## config.mk

```make
export PLATFORM = sky130hd
export DESIGN_NAME = janela_controle_flat
export DESIGN_NICKNAME = d
export VERILOG_FILES = /design/src/rtl/janela_controle_if.sv /design/src/rtl/janela_controle.sv /design/src/flat_wrapper.sv
export SDC_FILE = /design/constraint.sdc
export NUM_CORES = 1
export LEC_CHECK = 0
export CAP_MARGIN = 5
export CORE_MARGIN = 3
export CORE_UTILIZATION = 51
export DETAILED_ROUTE_END_ITERATION = 16
export PLACE_DENSITY_LB_ADDON = 0.25
export SETUP_SLACK_MARGIN = 0.02
export SLEW_MARGIN = 20
export SYNTH_ARGS = -nofsm -noshare
export SYNTH_HDL_FRONTEND = slang
export SYNTH_SLANG_ARGS = --single-unit
```

## constraint.sdc

```tcl
create_clock -name clk_controle -period 2.15 [get_ports clk_controle]
set_input_delay 0.43 -clock clk_controle [delete_from_list [all_inputs] [get_ports clk_controle]]
set_output_delay 0.43 -clock clk_controle [all_outputs]
set_load 0.02 [all_outputs]
```

## src/rtl/janela_controle_if.sv

```systemverilog
// janela_controle_if -- handshake and strobe bundle between the measurement
// sequencer and its neighbours.
//   master : control/user side (drives iniciar, janela, estouro, continuo)
//   slave  : the sequencer itself (drives the counter strobes and status)
// The continuo signal exists only when JANELA_CONT_EN is defined.
interface janela_controle_if #(
  parameter int JAN_W = 16
);
  logic             iniciar;
  logic [JAN_W-1:0] janela;
  logic             estouro;
`ifdef JANELA_CONT_EN
  logic             continuo;
`endif
  logic             limp;
  logic             hab;
  logic             arm;
  logic             ocupado;
  logic             pronto;
  logic             erro;

`ifdef JANELA_CONT_EN
  modport master (
    output iniciar, janela, estouro, continuo,
    input  limp, hab, arm, ocupado, pronto, erro
  );

  modport slave (
    input  iniciar, janela, estouro, continuo,
    output limp, hab, arm, ocupado, pronto, erro
  );
`else
  modport master (
    output iniciar, janela, estouro,
    input  limp, hab, arm, ocupado, pronto, erro
  );

  modport slave (
    input  iniciar, janela, estouro,
    output limp, hab, arm, ocupado, pronto, erro
  );
`endif
endinterface

```

## src/rtl/janela_controle.sv

```systemverilog
// janela_controle -- measurement sequencer for the frequency-meter datapath.
// One accepted start produces: limp (clear), two guard cycles around a count
// window of N cycles on hab, then arm (store), then a one-cycle pronto.
// An overflow seen during the window aborts straight to the completion pulse,
// skipping arm so the output register keeps its previous value, and sets a
// sticky erro that only the next accepted start clears.
// Optional build macro: JANELA_CONT_EN -- adds bus.continuo; when high in FIM
// the sequencer restarts immediately (re-latching janela) instead of idling.
module janela_controle #(
  parameter int JAN_W = 16
) (
  input  logic                clk_controle,
  input  logic                reset,
  janela_controle_if.slave    bus
);

  typedef enum logic [2:0] {
    OCIOSO   = 3'd0,
    LIMPA    = 3'd1,
    GUARDA1  = 3'd2,
    CONTA    = 3'd3,
    GUARDA2  = 3'd4,
    ARMAZENA = 3'd5,
    FIM      = 3'd6
  } estado_t;

  localparam logic [JAN_W-1:0] UM = JAN_W'(1);

  estado_t          estado_q, estado_d;
  logic [JAN_W-1:0] cont_q, cont_d;
  logic             erro_q, erro_d;

  logic             limp_q, limp_d;
  logic             hab_q, hab_d;
  logic             arm_q, arm_d;
  logic             ocupado_q, ocupado_d;
  logic             pronto_q, pronto_d;

  // A zero-length request still yields a one-cycle window.
  logic [JAN_W-1:0] janela_ef;
  logic             carrega;
  logic             reinicia;

  assign janela_ef = (bus.janela == '0) ? UM : bus.janela;

`ifdef JANELA_CONT_EN
  assign reinicia = bus.continuo;
`else
  assign reinicia = 1'b0;
`endif

  // Next-state, window down-counter and sticky error logic.
  always_comb begin
    estado_d = estado_q;
    cont_d   = cont_q;
    erro_d   = erro_q;
    carrega  = 1'b0;

    unique case (estado_q)
      OCIOSO: begin
        if (bus.iniciar) begin
          estado_d = LIMPA;
          carrega  = 1'b1;
        end
      end
      LIMPA:   estado_d = GUARDA1;
      GUARDA1: estado_d = CONTA;
      CONTA: begin
        // Overflow wins over normal window expiry: abort without storing.
        if (bus.estouro) begin
          estado_d = FIM;
          erro_d   = 1'b1;
        end else begin
          cont_d = cont_q - UM;
          if (cont_q == UM) begin
            estado_d = GUARDA2;
          end
        end
      end
      GUARDA2:  estado_d = ARMAZENA;
      ARMAZENA: estado_d = FIM;
      FIM: begin
        if (reinicia) begin
          estado_d = LIMPA;
          carrega  = 1'b1;
        end else begin
          estado_d = OCIOSO;
        end
      end
      default: estado_d = OCIOSO;
    endcase

    // Every accepted start (including a continuous restart) latches the
    // window length and clears the previous overflow indication.
    if (carrega) begin
      cont_d = janela_ef;
      erro_d = 1'b0;
    end
  end

  // Moore decode of the next state so every output leaves a flop.
  always_comb begin
    limp_d    = 1'b0;
    hab_d     = 1'b0;
    arm_d     = 1'b0;
    pronto_d  = 1'b0;
    ocupado_d = (estado_d != OCIOSO);

    unique case (estado_d)
      LIMPA:    limp_d   = 1'b1;
      CONTA:    hab_d    = 1'b1;
      ARMAZENA: arm_d    = 1'b1;
      FIM:      pronto_d = 1'b1;
      default:  ;
    endcase
  end

  // State register and window counter.
  always_ff @(posedge clk_controle or negedge reset) begin
    if (!reset) begin
      estado_q <= OCIOSO;
      cont_q   <= '0;
    end else begin
      estado_q <= estado_d;
      cont_q   <= cont_d;
    end
  end

  // Registered outputs, including the sticky error flag.
  always_ff @(posedge clk_controle or negedge reset) begin
    if (!reset) begin
      limp_q    <= 1'b0;
      hab_q     <= 1'b0;
      arm_q     <= 1'b0;
      ocupado_q <= 1'b0;
      pronto_q  <= 1'b0;
      erro_q    <= 1'b0;
    end else begin
      limp_q    <= limp_d;
      hab_q     <= hab_d;
      arm_q     <= arm_d;
      ocupado_q <= ocupado_d;
      pronto_q  <= pronto_d;
      erro_q    <= erro_d;
    end
  end

  assign bus.limp    = limp_q;
  assign bus.hab     = hab_q;
  assign bus.arm     = arm_q;
  assign bus.ocupado = ocupado_q;
  assign bus.pronto  = pronto_q;
  assign bus.erro    = erro_q;

endmodule

```

## src/flat_wrapper.sv

```systemverilog
// flat-port wrapper written by rule: the top's interface ports become plain ports
module janela_controle_flat 
#(
  parameter int JAN_W = 16
)
  (clk_controle, reset, bus_iniciar, bus_janela, bus_estouro, bus_limp, bus_hab, bus_arm, bus_ocupado, bus_pronto, bus_erro);
  janela_controle_if #(.JAN_W(JAN_W)) bus_i ();
  input  logic clk_controle;
  input  logic reset;
  input wire logic [$bits(bus_i.iniciar)-1:0] bus_iniciar;
  input wire logic [$bits(bus_i.janela)-1:0] bus_janela;
  input wire logic [$bits(bus_i.estouro)-1:0] bus_estouro;
  output wire logic [$bits(bus_i.limp)-1:0] bus_limp;
  output wire logic [$bits(bus_i.hab)-1:0] bus_hab;
  output wire logic [$bits(bus_i.arm)-1:0] bus_arm;
  output wire logic [$bits(bus_i.ocupado)-1:0] bus_ocupado;
  output wire logic [$bits(bus_i.pronto)-1:0] bus_pronto;
  output wire logic [$bits(bus_i.erro)-1:0] bus_erro;
  assign bus_i.iniciar = bus_iniciar;
  assign bus_i.janela = bus_janela;
  assign bus_i.estouro = bus_estouro;
  assign bus_limp = bus_i.limp;
  assign bus_hab = bus_i.hab;
  assign bus_arm = bus_i.arm;
  assign bus_ocupado = bus_i.ocupado;
  assign bus_pronto = bus_i.pronto;
  assign bus_erro = bus_i.erro;
  janela_controle #(.JAN_W(JAN_W)) u_core (.clk_controle(clk_controle), .reset(reset), .bus(bus_i));
endmodule
```

==> run_results.csv <==
group,metric,value,unit
status,status,"completed",
placement,place.port_buffers,25,
critical_path,path_delay_family,"simple AND/OR/NAND/NOR gates",
floorplan,initial_core_util,55.6,%
logic_synthesis,synth_nets,179,
critical_path,crit_chain,"or4_4 > or2_4 > nor4_4 > o22ai_1",
final_layout,multi_input_area,754,sq um
logic_synthesis,synth_area_leaders,"dfrtp_1 44%, nand2_1 6.0%, o21ai_0 4.2%, nor4_1 3.9%, nor2_1 3.2%",
logic_synthesis,syn-instance-count,157,
pwr,cellPowerDensity,1100,mW/mm^2
critical_path,cp.arrival,2.08,ns
detailed_routing,drt_pass1_iterations,4,
pwr,finalPower,1.95,mW
logic_synthesis,ys_types,42,
logic_synthesis,syn_area,0.00143,sq mm
global_route,grt_max_degree,26,
pwr,seqPwrFrac,46.7,%
floorplan,core,0.00257,sq mm
timing,rsz0062_at_grt,"no",
cts,clk_pin_slew,0.13,ns
cts,cts_max_level,1,
logic_synthesis,yosysTopAreaCellShare,43.8,%
cts,numCtsBuffers,3,
detailed_routing,wl,3210,um
logic_synthesis,synth_top_area_cell,"dfrtp_1",
logic_synthesis,ys_ff_latch,25,
detailed_routing,via_per_inst,5.82,
global_route,track_usage,20.5,%
cts,cts_sinks,25,
timing,report.final.setup_viol,0,
worst_hold_path,hp-class,"primary input to async pin",
timing,setup-tns-final,0,ns
timing,hold_viol_final,0,
final_layout,fillers,225,
detailed_routing,num_vias,1269,
pwr,switchingPower,0.796,mW
global_route,grt_pass1_vias,1223,
logic_synthesis,ys_seq_area_share,43.8,%
final_layout,nets,211,
logic_synthesis,async_reset_ff_share,100,%
detailed_routing,drt-initial-drc-count,48,
floorplan,ios,26,
floorplan,dieArea,0.00347,sq mm
timing,slew_violations,0,
final_layout,final_cells,218,
floorplan,die_y,58.9,um
logic_synthesis,yosysWarnings,0,
critical_path,endpoint_kind,"flop",
final_layout,ff_latch_area,626,sq um
final_layout,finalInstanceArea,0.00178,sq mm
final_layout,diodes,0,
cts,cts_root_buffer,"clkbuf_4",
pwr,clkPwrFrac,10.6,%
critical_path,crit_buf_inv,0,
pwr,p_leak,0.715,nW
cts,cts_setup_buffers,0,
timing,slew_headroom,60.0,%
pwr,p_comb_share,42.7,%
placement,dp.cells,214,
detailed_routing,post-route-drc-count,0,
floorplan,rows,18,
job,max_cap_violations,0,
critical_path,crit_slowest_cell,"or4_4",
logic_synthesis,ys.flop_type,"dfrtp_1",
logic_synthesis,synth_edf_count,0,
global_route,gr-total-overflow,0,
global_route,antenna_found_initial,0,
cts,clk_latency,0.31,ns
timing,fmax,0.530,GHz
detailed_routing,ant_nets,0,
final_layout,area_growth,24.5,%
timing,clock_skew,0.00173,ns
final_layout,final_layout_size_suffix_gt1_share,12.8,%
critical_path,critPathLaunchType,"flop",
critical_path,critPathRequiredTime,2.35,ns
critical_path,criticalPathCategory,"flop to flop",
timing,min_period,1.89,ns
cts,cts_tree,"built",
logic_synthesis,syn_avg_cell_area,9.09,sq um
critical_path,max_stage_delay,0.58,ns
floorplan,die_w,58.9,um
pwr,switching_share,40.8,%
pwr,ir_worst_vdd,0.000707,V
placement,dp_hpwl,2510,um
placement,gp_congestion,0.801,
cts,cts_hold_buffers,0,
global_route,grt_pass1_wl,5490,um
placement,post_dp_cell_area,0.00175,sq mm
final_layout,post-route-util,69.2,%
cts,cts.repair.resized,0,
timing,period_share,87.8,%
critical_path,crit_fanout,4,
detailed_routing,wire_per_inst,14.7,um
timing,worstMarginPinSlew,0.595,ns
pwr,intPower,1.15,mW
cts,ctsLongestPathBuffers,2,
per-layer routing:
| metal | vias up | share of wire [%] | global-route usage (%) |
|---|---|---|---|
| li1 | 633 | - | - |
| met1 | 594 | 46 | 27.8 |
| met2 | 38 | 48 | 34.1 |
| met3 | 4 | 5.1 | 3.07 |
| met4 | 0 | 0.68 | 5.50 |
| met5 | - | 0 | 0 |
registers in the layout (all words and copies together) (netlist names):
name	count
u_core.cont_q	16
u_core.estado_q	3
u_core.bus.arm	1
u_core.bus.erro	1
u_core.bus.hab	1
u_core.bus.limp	1
u_core.bus.ocupado	1
u_core.bus.pronto	1
power by group through the flow:
stage               clock, mW  combinational (mW)  sequential (mW)
floorplan                   0               0.550            0.879
global placement            0               0.802            0.898
detailed placement          0               0.833            0.911
CTS                     0.212               0.837            0.901
global route            0.234               0.929            0.943
finish                  0.207               0.831            0.911
synth_stat cells, types with 4 or more instances:
cell type and n:
inv_1 4, nor4_1 9, dfrtp_1 25, nand3_1 4, buf_2 5, xor2_1 4
nor3_1 5, nor2_1 12, a21oi_1 4, nand2_1 23, nand2b_1 4, o21ai_0 12
kinds of logic after synthesis:
kind of cell	Yosys count	synth area share (%)
AND/OR/NAND/NOR	78	31.1
AO/OA/AOI/OAI	33	15.0
flip-flops	25	43.8
buffers and inverters	11	3.33
XOR/XNOR	7	4.29
adder cells (fa/ha/maj)	2	1.75
multiplexers	1	0.701
cell type report:
| cell class | count | area share [%] |
|---|---|---|
| clock buffer | 3 | 1.27 |
| clock inverter | 1 | 0.281 |
| inverter | 4 | 0.844 |
| multi-input combinational | 121 | 42.4 |
| sequential | 25 | 35.2 |
| tap | 30 | 2.11 |
| timing repair buffer | 34 | 17.9 |
placed cells by master (no fill, tap or decap), types with 2 or more instances in the layout:
master | Yosys | routed
o21ai_0 | 12 | 12
inv_1 | 4 | 4
a21oi_1 | 4 | 4
o22ai_1 | 2 | 2
or4_4 | 2 | 2
o211ai_1 | 2 | 2
ha_1 | 2 | 2
nor3_1 | 5 | 5
nor4_1 | 9 | 9
dfrtp_1 | 25 | 25
xor2_1 | 4 | 4
nand2b_1 | 4 | 4
a31oi_1 | 3 | 3
nor2_1 | 12 | 12
and2_1 | 2 | 2
clkbuf_4 | 0 | 3
buf_4 | 0 | 9
xnor2_1 | 3 | 3
nand3_1 | 4 | 4
or3_1 | 3 | 3
a21boi_0 | 2 | 2
nor2b_1 | 2 | 2
nand4_1 | 2 | 2
nand2_1 | 23 | 23
o21a_1 | 2 | 2
clkdlybuf4s50_1 | 0 | 25
final timing paths:
kind                                                from                            end  slack [ns]  depth (start not counted)
max                        u_core.cont_q[12]$_DFFE_PN0P_   u_core.estado_q[0]$_DFF_PN0_        0.26                          4
min reg2reg                 u_core.cont_q[9]$_DFFE_PN0P_   u_core.cont_q[9]$_DFFE_PN0P_        0.53                          1
min                                                reset    u_core.bus.pronto$_DFF_PN0_        0.45                          2
max in group asynchronous                          reset  u_core.cont_q[10]$_DFFE_PN0P_        1.46                          2
min in group clk_controle   u_core.cont_q[9]$_DFFE_PN0P_   u_core.cont_q[9]$_DFFE_PN0P_        0.53                          1
max reg2reg                u_core.cont_q[12]$_DFFE_PN0P_   u_core.estado_q[0]$_DFF_PN0_        0.26                          4
stage by stage:
stage          hold slack (ns)  setup WS, ns
2_1_floorplan            0.134         0.366
3_3_place_gp             0.500        0.0405
3_5_place_dp             0.497        0.0240
4_1_cts                  0.466         0.267
5_1_grt                  0.458        0.0274
6_report                 0.454         0.263
Power figures use the tool's default switching activity.
